$ cat src/rtl/button_conditioner_pkg.sv
// Shared definitions for the pushbutton conditioning path: button bit
// positions, the system clock rate the default timings derive from, the
// auto-repeat state encoding and a counter-width helper.
package button_conditioner_pkg;

    localparam int CLK_HZ = 130_000_000;

    // Default timings: 5 ms debounce, 0.5 s repeat delay, 0.1 s repeat period.
    localparam int DEBOUNCE_CYCLES_DEF = CLK_HZ / 200;
    localparam int REPEAT_DELAY_DEF    = CLK_HZ / 2;
    localparam int REPEAT_PERIOD_DEF   = CLK_HZ / 10;

    typedef logic [4:0] btn_vec_t;

    localparam int BTN_R = 0;
    localparam int BTN_L = 1;
    localparam int BTN_C = 2;
    localparam int BTN_D = 3;
    localparam int BTN_U = 4;

    typedef enum logic [1:0] {
        RPT_IDLE   = 2'd0,
        RPT_DELAY  = 2'd1,
        RPT_REPEAT = 2'd2
    } rpt_state_t;

    // Bits needed for a counter that runs 0 .. n-1 (at least one bit).
    function automatic int cnt_width(input int n);
        return (n > 1) ? $clog2(n) : 1;
    endfunction

endpackage

$ cat src/rtl/button_conditioner_btn_debounce.sv
// One button bit: 2-flop synchronizer, counter debounce and registered
// press/release pulses that coincide with the debounced level change.
module btn_debounce
    import button_conditioner_pkg::*;
#(
    parameter int DEBOUNCE_CYCLES = DEBOUNCE_CYCLES_DEF
) (
    input  logic clk,
    input  logic rst_n,
    input  logic raw,
    output logic level,
    output logic press_pulse,
    output logic release_pulse
);

    localparam int CNT_W = cnt_width(DEBOUNCE_CYCLES);
    localparam logic [CNT_W-1:0] CNT_LAST = CNT_W'(DEBOUNCE_CYCLES - 1);

    logic             meta_q;
    logic             sync_q;
    logic             stable_q;
    logic [CNT_W-1:0] cnt_q;

    // Two-stage synchronizer for the asynchronous raw button level.
    always_ff @(posedge clk or negedge rst_n) begin
        if (!rst_n) begin
            meta_q <= 1'b0;
            sync_q <= 1'b0;
        end else begin
            meta_q <= raw;
            sync_q <= meta_q;
        end
    end

    // Accept a new level only after DEBOUNCE_CYCLES consecutive disagreeing cycles;
    // the counter clears at terminal count so it can never wrap.
    always_ff @(posedge clk or negedge rst_n) begin
        if (!rst_n) begin
            stable_q <= 1'b0;
            cnt_q    <= '0;
        end else if (sync_q == stable_q) begin
            cnt_q <= '0;
        end else if (cnt_q == CNT_LAST) begin
            stable_q <= sync_q;
            cnt_q    <= '0;
        end else begin
            cnt_q <= cnt_q + 1'b1;
        end
    end

    // Registered level plus one-cycle edge pulses aligned with the level change.
    always_ff @(posedge clk or negedge rst_n) begin
        if (!rst_n) begin
            level         <= 1'b0;
            press_pulse   <= 1'b0;
            release_pulse <= 1'b0;
        end else begin
            level         <= stable_q;
            press_pulse   <= stable_q & ~level;
            release_pulse <= ~stable_q & level;
        end
    end

endmodule

$ cat src/rtl/button_conditioner.sv
// Pushbutton conditioner: per-button debounce with press/release pulses and
// an auto-repeat pulse stream. Define BTN_AUTOREPEAT_EN to build the repeat
// FSM; without it the repeat output simply mirrors the press pulse.
module button_conditioner
    import button_conditioner_pkg::*;
#(
    parameter int NUM_BTN         = 5,
    parameter int DEBOUNCE_CYCLES = DEBOUNCE_CYCLES_DEF,
    parameter int REPEAT_DELAY    = REPEAT_DELAY_DEF,
    parameter int REPEAT_PERIOD   = REPEAT_PERIOD_DEF
) (
    input  logic               clk_in,
    input  logic               rst_n_in,
    input  logic [NUM_BTN-1:0] btn_in,
    output logic [NUM_BTN-1:0] btn_level_out,
    output logic [NUM_BTN-1:0] btn_press_out,
    output logic [NUM_BTN-1:0] btn_release_out,
    output logic [NUM_BTN-1:0] btn_repeat_out
);

    if (NUM_BTN < 1 || DEBOUNCE_CYCLES < 1 || REPEAT_DELAY < 1 || REPEAT_PERIOD < 1) begin : g_param_err
        $error("button_conditioner: NUM_BTN and all timing parameters must be >= 1");
    end

    for (genvar i = 0; i < NUM_BTN; i++) begin : g_btn

        btn_debounce #(
            .DEBOUNCE_CYCLES(DEBOUNCE_CYCLES)
        ) u_debounce (
            .clk          (clk_in),
            .rst_n        (rst_n_in),
            .raw          (btn_in[i]),
            .level        (btn_level_out[i]),
            .press_pulse  (btn_press_out[i]),
            .release_pulse(btn_release_out[i])
        );

`ifdef BTN_AUTOREPEAT_EN
        localparam int RCNT_MAX = (REPEAT_DELAY > REPEAT_PERIOD) ? REPEAT_DELAY : REPEAT_PERIOD;
        localparam int RCNT_W   = cnt_width(RCNT_MAX);
        localparam logic [RCNT_W-1:0] DELAY_LAST  = RCNT_W'(REPEAT_DELAY - 1);
        localparam logic [RCNT_W-1:0] PERIOD_LAST = RCNT_W'(REPEAT_PERIOD - 1);

        rpt_state_t        state_q, state_d;
        logic [RCNT_W-1:0] rcnt_q, rcnt_d;
        logic              rpt;

        // Repeat FSM state and interval counter registers.
        always_ff @(posedge clk_in or negedge rst_n_in) begin
            if (!rst_n_in) begin
                state_q <= RPT_IDLE;
                rcnt_q  <= '0;
            end else begin
                state_q <= state_d;
                rcnt_q  <= rcnt_d;
            end
        end

        // Next state and repeat pulse: pulse with the press, after the initial
        // delay, then every period; a release always returns to idle silently.
        always_comb begin
            state_d = state_q;
            rcnt_d  = rcnt_q;
            rpt     = 1'b0;
            case (state_q)
                RPT_IDLE: begin
                    if (btn_press_out[i]) begin
                        rpt     = 1'b1;
                        state_d = RPT_DELAY;
                        rcnt_d  = '0;
                    end
                end
                RPT_DELAY: begin
                    if (rcnt_q == DELAY_LAST) begin
                        rpt     = 1'b1;
                        state_d = RPT_REPEAT;
                        rcnt_d  = '0;
                    end else begin
                        rcnt_d = rcnt_q + 1'b1;
                    end
                end
                RPT_REPEAT: begin
                    if (rcnt_q == PERIOD_LAST) begin
                        rpt    = 1'b1;
                        rcnt_d = '0;
                    end else begin
                        rcnt_d = rcnt_q + 1'b1;
                    end
                end
                default: begin
                    state_d = RPT_IDLE;
                    rcnt_d  = '0;
                end
            endcase
            if (btn_release_out[i]) begin
                state_d = RPT_IDLE;
                rcnt_d  = '0;
                rpt     = 1'b0;
            end
        end

        assign btn_repeat_out[i] = rpt;
`endif
    end

`ifndef BTN_AUTOREPEAT_EN
    assign btn_repeat_out = btn_press_out;
`endif

endmodule
$ cat config.mk
export PLATFORM = sky130hd
export DESIGN_NAME = button_conditioner
export DESIGN_NICKNAME = d
export VERILOG_FILES = /design/src/rtl/button_conditioner_pkg.sv /design/src/rtl/button_conditioner_btn_debounce.sv /design/src/rtl/button_conditioner.sv
export SDC_FILE = /design/constraint.sdc
export NUM_CORES = 1
export LEC_CHECK = 0
export ABC_AREA = 1
export BUFFER_PORTS_ARGS = -buffer_cell sky130_fd_sc_hd__buf_2
export CORE_MARGIN = 2
export CORE_UTILIZATION = 45
export CTS_CLUSTER_DIAMETER = 30
export DETAILED_ROUTE_END_ITERATION = 10
export RECOVER_POWER = 100
export SLEW_MARGIN = 10
export SYNTH_ARGS = -nofsm -noshare
export SYNTH_HDL_FRONTEND = slang
export SYNTH_SLANG_ARGS = --single-unit
$ cat constraint.sdc
create_clock -name clk_in -period 2.6 [get_ports clk_in]
set_input_delay 0.13 -clock clk_in [delete_from_list [all_inputs] [get_ports clk_in]]
set_output_delay 0.13 -clock clk_in [all_outputs]
set_load 0.02 [all_outputs]
## Word-level counts from Yosys, hierarchy flattened

Cells that the tools add are included.

- Word-level logic and storage cells: 90
- Bits in registers: 130
- ROM bits: 0
- Bits in writable memories: 0
- Bits in latches: 0
- Output and inout bits: 20
- Memories kept: 0

- Order comparisons: 0
- Mux-type cells: 10
- Bitwise operators: 25
- Multipliers: 0
- Reduce and logical (&&, ||, !) cells: 5
- Equality and inequality tests: 10
- Shift-type cells: 0
- Divide/modulo/power cells: 0
- Add/sub/neg operators: 5

Operators with widths:

| cell | count |
|---|---|
| 20-bit two-way mux | 10 |
| 20-bit by 1-bit adder with 20-bit output (second input constant) | 5 |
| 20-bit == test (second input constant) | 5 |
| 1-bit NOT | 15 |
| 1-bit bitwise AND | 10 |
| 2-bit AND reduction | 5 |
| 1-bit == test | 5 |

## Logic depth before layout (Yosys ltp)

Gate-level depths: netlist (run 1).

- Depth in word-level cells: 3
- Gate-level depth with buffers: 9

## Hierarchy

From an unflattened synthesis (run 1), not the netlist that was laid out.

- Cells, all modules: 925
- Area, all modules: 7013.0 µm²

Modules (own cells, without submodules):

| module | area each (µm²) | seq. area each (µm²) | cells each | instances |
|---|---|---|---|---|
| btn_debounce | 1395.1 | 650.6 | 184 | 5 |
| button_conditioner | 37.5 | 0.0 | 5 | 1 |

## Worst setup path after synthesis (run 1)

OpenSTA, ideal clock, no wires.

- Path type: flip-flop to flip-flop
- Start: register g_btn[2].u_debounce.cnt_q[0]
- End: register g_btn[2].u_debounce.cnt_q[9]
- Path buffers: 0
- Cell stages (with the launch flop): 7
- Library setup time: 0.119 ns
- Data required time: 2.481 ns
- Slack: 1.273 ns
- Data arrival time: 1.208 ns
- Path through: dfrtp_1 ha_1 nand3_1 nor2_1 nand3_2 nand2_4 nor2_1

- Longest elaborated chain between the ends: 3
- Elaborated cells on any way between the ends: 4
- Classes of those cells: add/sub: 1; eq/ne: 1; mux: 2

RTL lines:

| what | RTL line | RTL |
|---|---|---|
| start: declaration | button_conditioner_btn_debounce.sv:22 | `logic [CNT_W-1:0] cnt_q;` |
| start signal: assignment | button_conditioner_btn_debounce.sv:47 | `cnt_q <= cnt_q + 1'b1;` |
| 20-bit by 1-bit adder with 20-bit output or 20-bit == test (tied branches) | button_conditioner_btn_debounce.sv:47, button_conditioner_btn_debounce.sv:43 |  |
| 20-bit two-way mux * | button_conditioner_btn_debounce.sv:43 | `end else if (cnt_q == CNT_LAST) begin` |
| 20-bit two-way mux * | button_conditioner_btn_debounce.sv:41 | `end else if (sync_q == stable_q) begin` |

Mark *: on every way between the ends. The rest lies on a longest branch, timed or not.
A chain may end at the register's enable or synchronous reset.

## Worst setup path after layout (run 1)

- Start: register g_btn[2].u_debounce.stable_q
- End: register g_btn[2].u_debounce.cnt_q[6]

- Longest elaborated chain between the ends: 2

RTL lines:

| what | RTL line | RTL |
|---|---|---|
| start: declaration | button_conditioner_btn_debounce.sv:21 | `logic stable_q;` |
| start signal: assignment | button_conditioner_btn_debounce.sv:44 | `stable_q <= sync_q;` |
| 1-bit == test | button_conditioner_btn_debounce.sv:41 |  |
| 20-bit two-way mux | button_conditioner_btn_debounce.sv:41 |  |

Every way passes these cells.

==> run_results.csv, run 1 <==
group,metric,value,unit
clock_network,cts_tree,"done",
yosys,muxShareOfSynthArea,0,%
power_and_ir_drop,internal_power,3.77,mW
floorplanning,pin_count,27,
placed_design,pre_cts_ws,1.05,ns
setup_path,start_kind,"flop",
hold_path,hold_path.class,"input pin to flop",
setup_path,slowest_stage,"xor2_1",
timing,finalSetupViolCount,0,
cells_and_area,final_cell_mix,"nor2_1 (237), nand2_1 (189), dfrtp_1 (130)",
power_and_ir_drop,p_leak,3.53,nW
grt,use_met1,25.3,%
detailed_routing,drt_iter0_drc,342,
detailed_routing,wirelength,14500,microns
yosys,yosys_warnings,0,
yosys,synthAdderAreaFrac,0.880,%
grt,grt_pass1_vias,5471,
floorplanning,die_h,130,microns
grt,grt_antenna_before_repair,0,
cells_and_area,drive_gt1_share,10.1,%
floorplanning,core,0.0153,sq mm
grt,grt_util_all_layers,18.9,%
yosys,netlist_area,0.00711,sq mm
cells_and_area,final_common_cell,"nor2_1",
grt,grt_use_met2,30.3,%
setup_path,worstPathArrival,2.11,ns
floorplanning,start_util,46.4,%
clock_network,clock_sinks,130,
power_and_ir_drop,peakVddDrop,0.000518,V
placed_design,dp_hpwl,10300,microns
grt,use_met3,4.67,%
placed_design,port_buffers,26,
timing,min_period,1.78,ns
yosys,syn_nets,929,
timing,tightestPinTransition,1.21,ns
outcome,status,"finished clean",
yosys,syn_inst,917,
timing,period_share,68.3,%
timing,finalHoldViolCount,0,
clock_network,cts-htree-levels,4,
timing,slew_viol_final,0,
grt,grt_overflow_total,0,
detailed_routing,postRouteAntennaNets,0,
detailed_routing,wl_per_cell,12.4,microns
clock_network,ctsResizeCount,0,
cells_and_area,final_core_utilization,51.6,%
yosys,synth-simple-area-share,37.1,%
setup_path,timing.critical_path.buf_inv,1,
floorplanning,die-area,0.0168,sq mm
yosys,synth_top_family_by_area,"simple AND/OR/NAND/NOR gates",
clock_network,cts_made_buffers,17,
setup_path,worst_path_largest_cell_delay,0.54,ns
yosys,avgSynthCellArea,7.75,sq um
placed_design,placed_area,0.00737,sq mm
yosys,synth-xor-area-share,6.36,%
timing,timing.fmax,563,MHz
power_and_ir_drop,power_frac_clock,54.1,%
cells_and_area,syn2layout_area_growth,11.2,%
cells_and_area,antenna_cells,0,
floorplanning,num_rows,45,
yosys,netlist-cell-type-count,31,
timing,rsz0062_at_grt,"no",
power_and_ir_drop,total_power,4.79,mW
power_and_ir_drop,netSwitchingFraction,21.4,%
setup_path,crit_type,"flop to flop",
setup_path,cp_max_fo,7,
grt,grt_pass1_wl,25400,microns
yosys,seq_area_frac_synth,45.8,%
timing,skew,0.0140,ns
cells_and_area,layout.nets,961,
detailed_routing,drc,0,
clock_network,clk_path_buf_depth,2,
clock_network,clk_pin_slew,0.06,ns
setup_path,crit_required,2.94,ns
job,cap_violations,0,
yosys,synth_compound_area_share,2.24,%
power_and_ir_drop,combPwrFrac,2.6,%
power_and_ir_drop,p_switching,1.03,mW
detailed_routing,routed_via_density,4.81,
grt,busiest_layer,"met2",
cells_and_area,final_area,0.00790,sq mm
clock_network,clock_latency,0.43,ns
clock_network,cts_root_buf,"clkbuf_16",
grt,grt_max_degree,57,
floorplanning,dieWidth,130,microns
detailed_routing,first_pass_iters,5,
setup_path,crit_chain,"xor2_1, clkinvlp_2, nor3_1",
placed_design,place.gp.congestion,0.861,
detailed_routing,num_vias,5646,
timing,worst_slack,0.825,ns
yosys,ys_seq_elements,130,
power_and_ir_drop,powerDensity,607,mW/mm^2
setup_path,cp_top_family,"XOR/XNOR gates",
timing,fin_tns_setup,0,ns
power_and_ir_drop,power.share.sequential,43.3,%
setup_path,endpoint_kind,"flop",
timing,slew_headroom,19.7,%
-- metal layers --
metal	part of all wire (%)	vias up
met3	3.7	17
met2	47	102
met5	0	-
met1	48	2610
met4	1.0	0
li1	-	2917
-- worst reg2reg max path: cells and delay by family (launching register included) --
family | cells | cell delay, ns
buf+inv | 1 | 0.48
flops | 1 | 0.41
simple gates | 1 | 0.26
xor+xnor | 1 | 0.54
-- synthesized netlist by cell type (all sizes together) --
master / n / area (sq um)
buf: 21 / 161
nor2: 263 / 1100
o21bai: 1 / 7.51
ha: 5 / 62.6
a21oi: 17 / 85.1
dfrtp: 130 / 3250
nand3: 73 / 400
nand4: 20 / 125
nand3b: 1 / 7.51
o21ai: 12 / 60.1
xor2: 31 / 320
a31oi: 1 / 6.26
nor4: 1 / 6.26
xnor2: 15 / 131
nor3: 17 / 95.1
nor3b: 5 / 57.6
nand2: 203 / 840
inv: 101 / 382
-- cells by family (layout without fill, tap and decap cells) --
kind of cell | after synthesis | in the layout
and+or+nand+nor | 583 | 583
DFF | 130 | 130
buffers and inverters | 122 | 167
xor gates and xnor gates | 46 | 46
AOI/OAI and AO/OA | 31 | 31
adders and majority gates | 5 | 5
-- metrics by stage --
stage | std cells | hold WS [ns]
floorplan | 917 | -0.166
detailed placement | 1135 | 0.101
CTS | 1173 | 0.225
global placement | 1135 | 0.102
finish | 1173 | 0.340
global route | 1173 | 0.329
-- sequential cells by signal (all words and copies together), names as in the netlist --
| name | cells |
|---|---|
| g_btn.u_debounce.cnt_q | 100 |
| g_btn.u_debounce.meta_q | 5 |
| g_btn.u_debounce.press_pulse | 5 |
| g_btn.u_debounce.release_pulse | 5 |
| g_btn.u_debounce.stable_q | 5 |
| g_btn.u_debounce.sync_q | 5 |
| g_btn.u_debounce.level | 5 |
-- final cells by class --
cell class	instances	area, sq um
tap	211	264
inverter	101	380
sequential	130	3250
clock inverter	12	178
timing repair buffer	34	193
multi-input combinational	665	3170
clock buffer	20	467
fill	1501	7410
-- power groups by stage --
stage,clock network (mW),logic [mW],registers [mW]
6_report,2.59,0.126,2.08
2_1_floorplan,0,0.0647,2.11
5_1_grt,2.74,0.147,2.08
3_3_place_gp,0,0.133,2.11
4_1_cts,2.65,0.140,2.08
3_5_place_dp,0,0.133,2.11
-- worst paths after layout --
kind	from	to	slack, ns	cells after the start
min in group asynchronous	rst_n_in	g_btn[3].u_debounce.meta_q$_DFF_PN0_	0.48	2
worst min-delay path	btn_in[3]	g_btn[3].u_debounce.meta_q$_DFF_PN0_	0.34	2
worst max register to register	g_btn[2].u_debounce.stable_q$_DFFE_PN0P_	g_btn[2].u_debounce.cnt_q[6]$_DFF_PN0_	0.82	3
max in group asynchronous	rst_n_in	g_btn[0].u_debounce.cnt_q[4]$_DFF_PN0_	1.07	3
worst max-delay path	g_btn[2].u_debounce.stable_q$_DFFE_PN0P_	g_btn[2].u_debounce.cnt_q[6]$_DFF_PN0_	0.82	3
worst min register to register	g_btn[4].u_debounce.meta_q$_DFF_PN0_	g_btn[4].u_debounce.sync_q$_DFF_PN0_	0.35	0
-- timing repair --
item	4_1_cts	5_1_grt
endpoints found under the hold margin	51	0
hold buffers	6	0
buffers inserted	0	0
No activity file was read; power rests on OpenSTA's default activity.
==> run 2, diff against run 1 <==
==> constraint.sdc (replaced) <==
create_clock -name clk_in -period 1.8 [get_ports clk_in]
set_input_delay 0.09 -clock clk_in [delete_from_list [all_inputs] [get_ports clk_in]]
set_output_delay 0.09 -clock clk_in [all_outputs]
set_load 0.02 [all_outputs]
==> run 2 against run 1 <==
  * Largest power group unchanged
  * Sequential cell count is the same
  * Sequential power rose by 44%
  * Total power is 42% higher
  * Fmax increased by 13%
  * Combinational power increased by 51%
  * Critical endpoint is now g_btn[0].u_debounce.cnt_q[3]$_DFF_PN0_
  * Final cell count is 0.17% higher
  * Clock power is 40% higher
  * Sequential share of layout area decreased by 0.14 points
  * First-iteration DRC count decreased by 8.8%
  * Register-to-register slack got worse by 0.60 ns
  * Clock skew decreased by 0.0064 ns
==> run_results.csv, run 2 (same netlist as run 1, synthesis figures left out) <==
group,metric,value,unit
outcome,status,"finished clean",
cells_and_area,largest_reg_flops,100,
detailed_routing,first_pass_iters,5,
timing,slew_headroom,18.5,%
clock_network,clk_path_buf_depth,2,
power_and_ir_drop,peakVddDrop,0.000673,V
clock_network,ctsResizeCount,0,
timing,tightestPinTransition,1.22,ns
detailed_routing,drt_iter0_drc,312,
timing,min_period,1.57,ns
grt,grt_pass1_wl,25500,microns
cells_and_area,layout.nets,963,
detailed_routing,postRouteAntennaNets,0,
floorplanning,dieWidth,130,microns
placed_design,dp_cells,1137,
cells_and_area,final_common_cell,"nor2_1",
grt,grt_pass1_vias,5543,
grt,grt_max_degree,48,
clock_network,cts_tree,"done",
setup_path,cp_max_fo,7,
timing,finalHoldViolCount,0,
power_and_ir_drop,total_power,6.81,mW
power_and_ir_drop,combPwrFrac,2.8,%
power_and_ir_drop,p_switching,1.41,mW
setup_path,endpoint_kind,"flop",
setup_path,start_kind,"flop",
cells_and_area,final_cell_mix,"nor2_1 (240), nand2_1 (184), dfrtp_1 (130)",
detailed_routing,num_vias,5616,
timing,slew_viol_final,0,
power_and_ir_drop,power.share.sequential,44.0,%
setup_path,worstPathArrival,1.88,ns
grt,grt_antenna_before_repair,0,
timing,period_share,87.4,%
clock_network,cts-htree-levels,4,
power_and_ir_drop,p_leak,3.53,nW
timing,rsz0062_at_grt,"no",
clock_network,cts_made_buffers,17,
detailed_routing,wirelength,14200,microns
placed_design,port_buffers,26,
setup_path,crit_type,"flop to flop",
timing,finalSetupViolCount,0,
power_and_ir_drop,power_frac_clock,53.2,%
detailed_routing,drc,0,
power_and_ir_drop,internal_power,5.40,mW
cells_and_area,regMostFlops,"g_btn.u_debounce.cnt_q",
grt,grt_overflow_total,0,
cells_and_area,syn2layout_area_growth,11.6,%
floorplanning,start_util,46.4,%
floorplanning,core,0.0153,sq mm
placed_design,dp_hpwl,10300,microns
setup_path,crit_required,2.10,ns
power_and_ir_drop,powerDensity,860,mW/mm^2
cells_and_area,finalNonFillerCells,1175,
clock_network,clock_sinks,130,
cells_and_area,drive_gt1_share,10.7,%
timing,whs,0.307,ns
clock_network,clock_latency,0.42,ns
hold_path,hold_path.class,"input pin to flop",
floorplanning,num_rows,45,
timing,timing.fmax,636,MHz
detailed_routing,routed_via_density,4.78,
cells_and_area,final_core_utilization,51.8,%
clock_network,cts_root_buf,"clkbuf_16",
clock_network,clk_pin_slew,0.06,ns
clock_network,postCtsHoldBufs,6,
power_and_ir_drop,netSwitchingFraction,20.7,%
detailed_routing,wl_per_cell,12.1,microns
job,cap_violations,0,
timing,skew,0.00764,ns
clock_network,post_cts_buffers,0,
cells_and_area,antenna_cells,0,
placed_design,place.gp.congestion,0.879,
floorplanning,pin_count,27,
floorplanning,die_h,130,microns
floorplanning,die-area,0.0168,sq mm
timing,fin_tns_setup,0,ns
grt,grt_util_all_layers,19.0,%
## run 2: cell types whose count changed in the layout (fill, tap and decap cells not counted), sizes merged
cell and delta:
clkinvlp -4, clkbuf +3, clkinv +3, buf +1, inv -1
## run 2: worst paths after layout
path / start / endpoint / slack, ns / cells after the start
setup / recovery: g_btn[0].u_debounce.cnt_q[0]$_DFF_PN0_ / g_btn[0].u_debounce.cnt_q[3]$_DFF_PN0_ / 0.23 / 6
hold / removal: btn_in[3] / g_btn[3].u_debounce.meta_q$_DFF_PN0_ / 0.31 / 2
setup reg to reg: g_btn[0].u_debounce.cnt_q[0]$_DFF_PN0_ / g_btn[0].u_debounce.cnt_q[3]$_DFF_PN0_ / 0.23 / 6
hold reg to reg: g_btn[1].u_debounce.meta_q$_DFF_PN0_ / g_btn[1].u_debounce.sync_q$_DFF_PN0_ / 0.35 / 0
max in group asynchronous: rst_n_in / g_btn[4].u_debounce.cnt_q[0]$_DFF_PN0_ / 0.43 / 3
min in group asynchronous: rst_n_in / g_btn[1].u_debounce.cnt_q[17]$_DFF_PN0_ / 0.47 / 2
## run 2: layout make-up
| cell class | instances | area [sq um] |
|---|---|---|
| flip-flops and latches | 130 | 3250 |
| well taps | 211 | 264 |
| clock buffers | 22 | 464 |
| multi-input cells | 665 | 3200 |
| fillers | 1527 | 7390 |
| clock inverters | 10 | 156 |
| repair buffers | 36 | 208 |
| inverters | 101 | 382 |
## run 2: stage by stage
| stage | setup slack (ns) | instance area [sq um] |
|---|---|---|
| global route | 0.0518 | 7930 |
| detailed placement | 0.246 | 7400 |
| floorplan | 0.473 | 7110 |
| CTS | 0.241 | 8080 |
| finish | 0.227 | 7930 |
| global placement | 0.286 | 7400 |
## run 2: power groups by stage
stage	Clock, mW	Sequential, mW	Combinational, mW
floorplan	0	3.04	0.0935
global placement	0	3.05	0.199
detailed placement	0	3.05	0.199
CTS	3.72	3.00	0.210
global route	3.85	3.00	0.226
finish	3.63	3.00	0.190
## run 2: critical path: stages, from the launching register on
cell and delay (ns):
dfrtp_1 0.43, ha_1 0.22, nand3_1 0.18, nor2_1 0.18
nand3_2 0.17, nand2_2 0.20, nor2_1 0.07
## run 2: per-layer routing
layer,up-vias,part of all wire (%),GRT usage [%]
met3,22,3.1,4.34
li1,2919,-,-
met5,-,0,0
met4,0,1.7,6.70
met1,2602,49,25.5
met2,73,46,30.4
==> run 3, diff against run 2 <==
--- a/config.mk
+++ b/config.mk
@@ -11,6 +11,7 @@
 export CORE_UTILIZATION = 45
 export CTS_CLUSTER_DIAMETER = 30
 export DETAILED_ROUTE_END_ITERATION = 10
+export PLACE_DENSITY = 0.66
 export RECOVER_POWER = 100
 export SLEW_MARGIN = 10
 export SYNTH_ARGS = -nofsm -noshare
==> run 3 against run 2 <==
  * Die area is the same
  * Highest routed layer unchanged
  * Setup slack got worse by 0.015 ns
  * Largest cell class unchanged
  * Critical path depth unchanged
  * Critical path type unchanged
==> run_results.csv, run 3 (same netlist as run 1, synthesis figures left out) <==
group,metric,value,unit
hold_path,hold_path.class,"input pin to flop",
timing,rsz0062_at_grt,"no",
grt,grt_pass1_vias,5175,
setup_path,worst_path_largest_cell_delay,0.43,ns
floorplanning,num_rows,45,
timing,slew_headroom,32.8,%
floorplanning,dieWidth,130,microns
clock_network,clk_pin_slew,0.06,ns
cells_and_area,antenna_cells,0,
cells_and_area,fillerInstances,1491,
placed_design,placed_area,0.00738,sq mm
power_and_ir_drop,netSwitchingFraction,22.7,%
hold_path,hp-start,"btn_in[4]",
setup_path,regToRegEndpoint,"g_btn[4].u_debounce.cnt_q[11]$_DFF_PN0_",
power_and_ir_drop,internal_power,4.94,mW
detailed_routing,wl_per_cell,11.9,microns
grt,grt_max_degree,50,
cells_and_area,largest_reg_flops,100,
setup_path,start_kind,"flop",
clock_network,cts_made_buffers,17,
timing,finalHoldViolCount,0,
grt,grt_antenna_before_repair,0,
hold_path,hold_depth,2,
setup_path,worstPathArrival,1.88,ns
job,cap_violations,0,
setup_path,crit_type,"flop to flop",
grt,grt_pass1_wl,24600,microns
cells_and_area,final_area,0.00786,sq mm
grt,grt_overflow_total,0,
power_and_ir_drop,powerDensity,812,mW/mm^2
detailed_routing,wirelength,14000,microns
power_and_ir_drop,p_leak,3.49,nW
grt,grt_util_all_layers,18.3,%
clock_network,cts_root_buf,"clkbuf_16",
floorplanning,core,0.0153,sq mm
setup_path,slowest_stage,"dfrtp_1",
cells_and_area,layout.nets,961,
power_and_ir_drop,p_switching,1.45,mW
clock_network,clk_path_buf_depth,2,
timing,fin_tns_setup,0,ns
clock_network,post_cts_buffers,0,
detailed_routing,postRouteAntennaNets,0,
cells_and_area,syn2layout_area_growth,10.6,%
detailed_routing,drc,0,
detailed_routing,drt_iter0_drc,307,
placed_design,dp_cells,1135,
floorplanning,die-area,0.0168,sq mm
outcome,status,"finished clean",
timing,period_share,88.2,%
setup_path,endpoint_kind,"flop",
timing,skew,0.00833,ns
placed_design,place.gp.congestion,0.917,
power_and_ir_drop,combPwrFrac,2.9,%
placed_design,port_buffers,26,
timing,worst_slack,0.212,ns
clock_network,cts-htree-levels,4,
hold_path,holdPathEnd,"g_btn[4].u_debounce.meta_q$_DFF_PN0_",
timing,slew_viol_final,0,
timing,finalSetupViolCount,0,
power_and_ir_drop,total_power,6.39,mW
placed_design,pre_cts_ws,0.256,ns
power_and_ir_drop,power.share.sequential,47.0,%
floorplanning,start_util,46.4,%
setup_path,ff2ff_setup_slack,0.21,ns
placed_design,dp_hpwl,10100,microns
power_and_ir_drop,power_frac_clock,50.1,%
cells_and_area,finalNonFillerCells,1173,
detailed_routing,routed_via_density,4.76,
timing,min_period,1.59,ns
cells_and_area,final_cell_mix,"nor2_1 (236), nand2_1 (184), dfrtp_1 (130)",
detailed_routing,num_vias,5584,
clock_network,clock_sinks,130,
timing,tightestPinTransition,1.01,ns
setup_path,path_common_cell,"nand3_1",
setup_path,reg2reg_from,"g_btn[4].u_debounce.cnt_q[0]$_DFF_PN0_",
cells_and_area,regMostFlops,"g_btn.u_debounce.cnt_q",
power_and_ir_drop,peakVddDrop,0.000684,V
floorplanning,die_h,130,microns
detailed_routing,first_pass_iters,5,
floorplanning,pin_count,27,
cells_and_area,final_common_cell,"nor2_1",
setup_path,ff2ff_path_depth,6,
clock_network,cts_tree,"done",
clock_network,clock_latency,0.41,ns
setup_path,crit_required,2.10,ns
setup_path,crit_chain,"ha_1, nand3_1, inv_1, nand3_1, nand2_2, nor2_1",
timing,timing.fmax,630,MHz
cells_and_area,drive_gt1_share,11.1,%
setup_path,cp_max_fo,7,
run 3: changes by cell type in the layout (fill, tap and decap cells not counted), sizes merged:
cell      delta
clkinvlp     +4
inv          +1
buf          -1
clkbuf       -5
bufinv       -3
clkinv       +2
run 3: layout make-up:
cell class	count	area (sq um)	area share, %
flip-flops and latches	130	3250	41.4
inverters	101	382	4.86
repair buffers	34	196	2.50
multi-input cells	665	3210	40.8
clock inverters	14	115	1.46
well taps	211	264	3.36
clock buffers	18	439	5.59
run 3: timing repair:
item	CTS	global route
endpoints found under the hold margin	135	0
resized for setup	0	0
hold buffers	6	0
run 3: per-layer routing:
metal	track usage, %	routed length, microns
met5	0	0
met4	5.19	128
met3	5.08	495
met2	27.3	6230
met1	26.1	7130
run 3: critical path, delay by kind of cell, from the launching register on:
family        cells  cell delay, ns
simple gates      4            0.69
buf+inv           1            0.14
flops             1            0.43
fa+ha+maj         1            0.21
run 3: worst max-delay path by stage:
stage                                                      start                                       to  slack (ns)
final                     g_btn[4].u_debounce.cnt_q[0]$_DFF_PN0_  g_btn[4].u_debounce.cnt_q[11]$_DFF_PN0_        0.21
after global routing      g_btn[0].u_debounce.cnt_q[0]$_DFF_PN0_  g_btn[0].u_debounce.cnt_q[11]$_DFF_PN0_        0.06
after CTS                 g_btn[2].u_debounce.cnt_q[0]$_DFF_PN0_  g_btn[2].u_debounce.cnt_q[11]$_DFF_PN0_        0.25
after detailed placement  g_btn[2].u_debounce.cnt_q[0]$_DFF_PN0_  g_btn[2].u_debounce.cnt_q[11]$_DFF_PN0_        0.26
after global placement    g_btn[2].u_debounce.cnt_q[0]$_DFF_PN0_   g_btn[2].u_debounce.cnt_q[9]$_DFF_PN0_        0.30
after floorplan           g_btn[2].u_debounce.cnt_q[0]$_DFF_PN0_   g_btn[2].u_debounce.cnt_q[9]$_DFF_PN0_        0.47
run 3: power groups by stage:
stage               Combinational [mW]  Sequential (mW)  Clock, mW
finish                           0.186             3.00       3.20
global route                     0.220             3.00       3.43
CTS                              0.205             3.00       3.29
detailed placement               0.194             3.05          0
global placement                 0.193             3.05          0
floorplan                       0.0935             3.04          0
run 3: stage by stage:
stage | hold slack, ns | utilization (%)
floorplan | -0.206 | -
global placement | 0.0274 | 48.2
detailed placement | 0.0319 | 48.2
CTS | 0.164 | 52.2
global route | 0.297 | 51.3
finish | 0.316 | 51.3
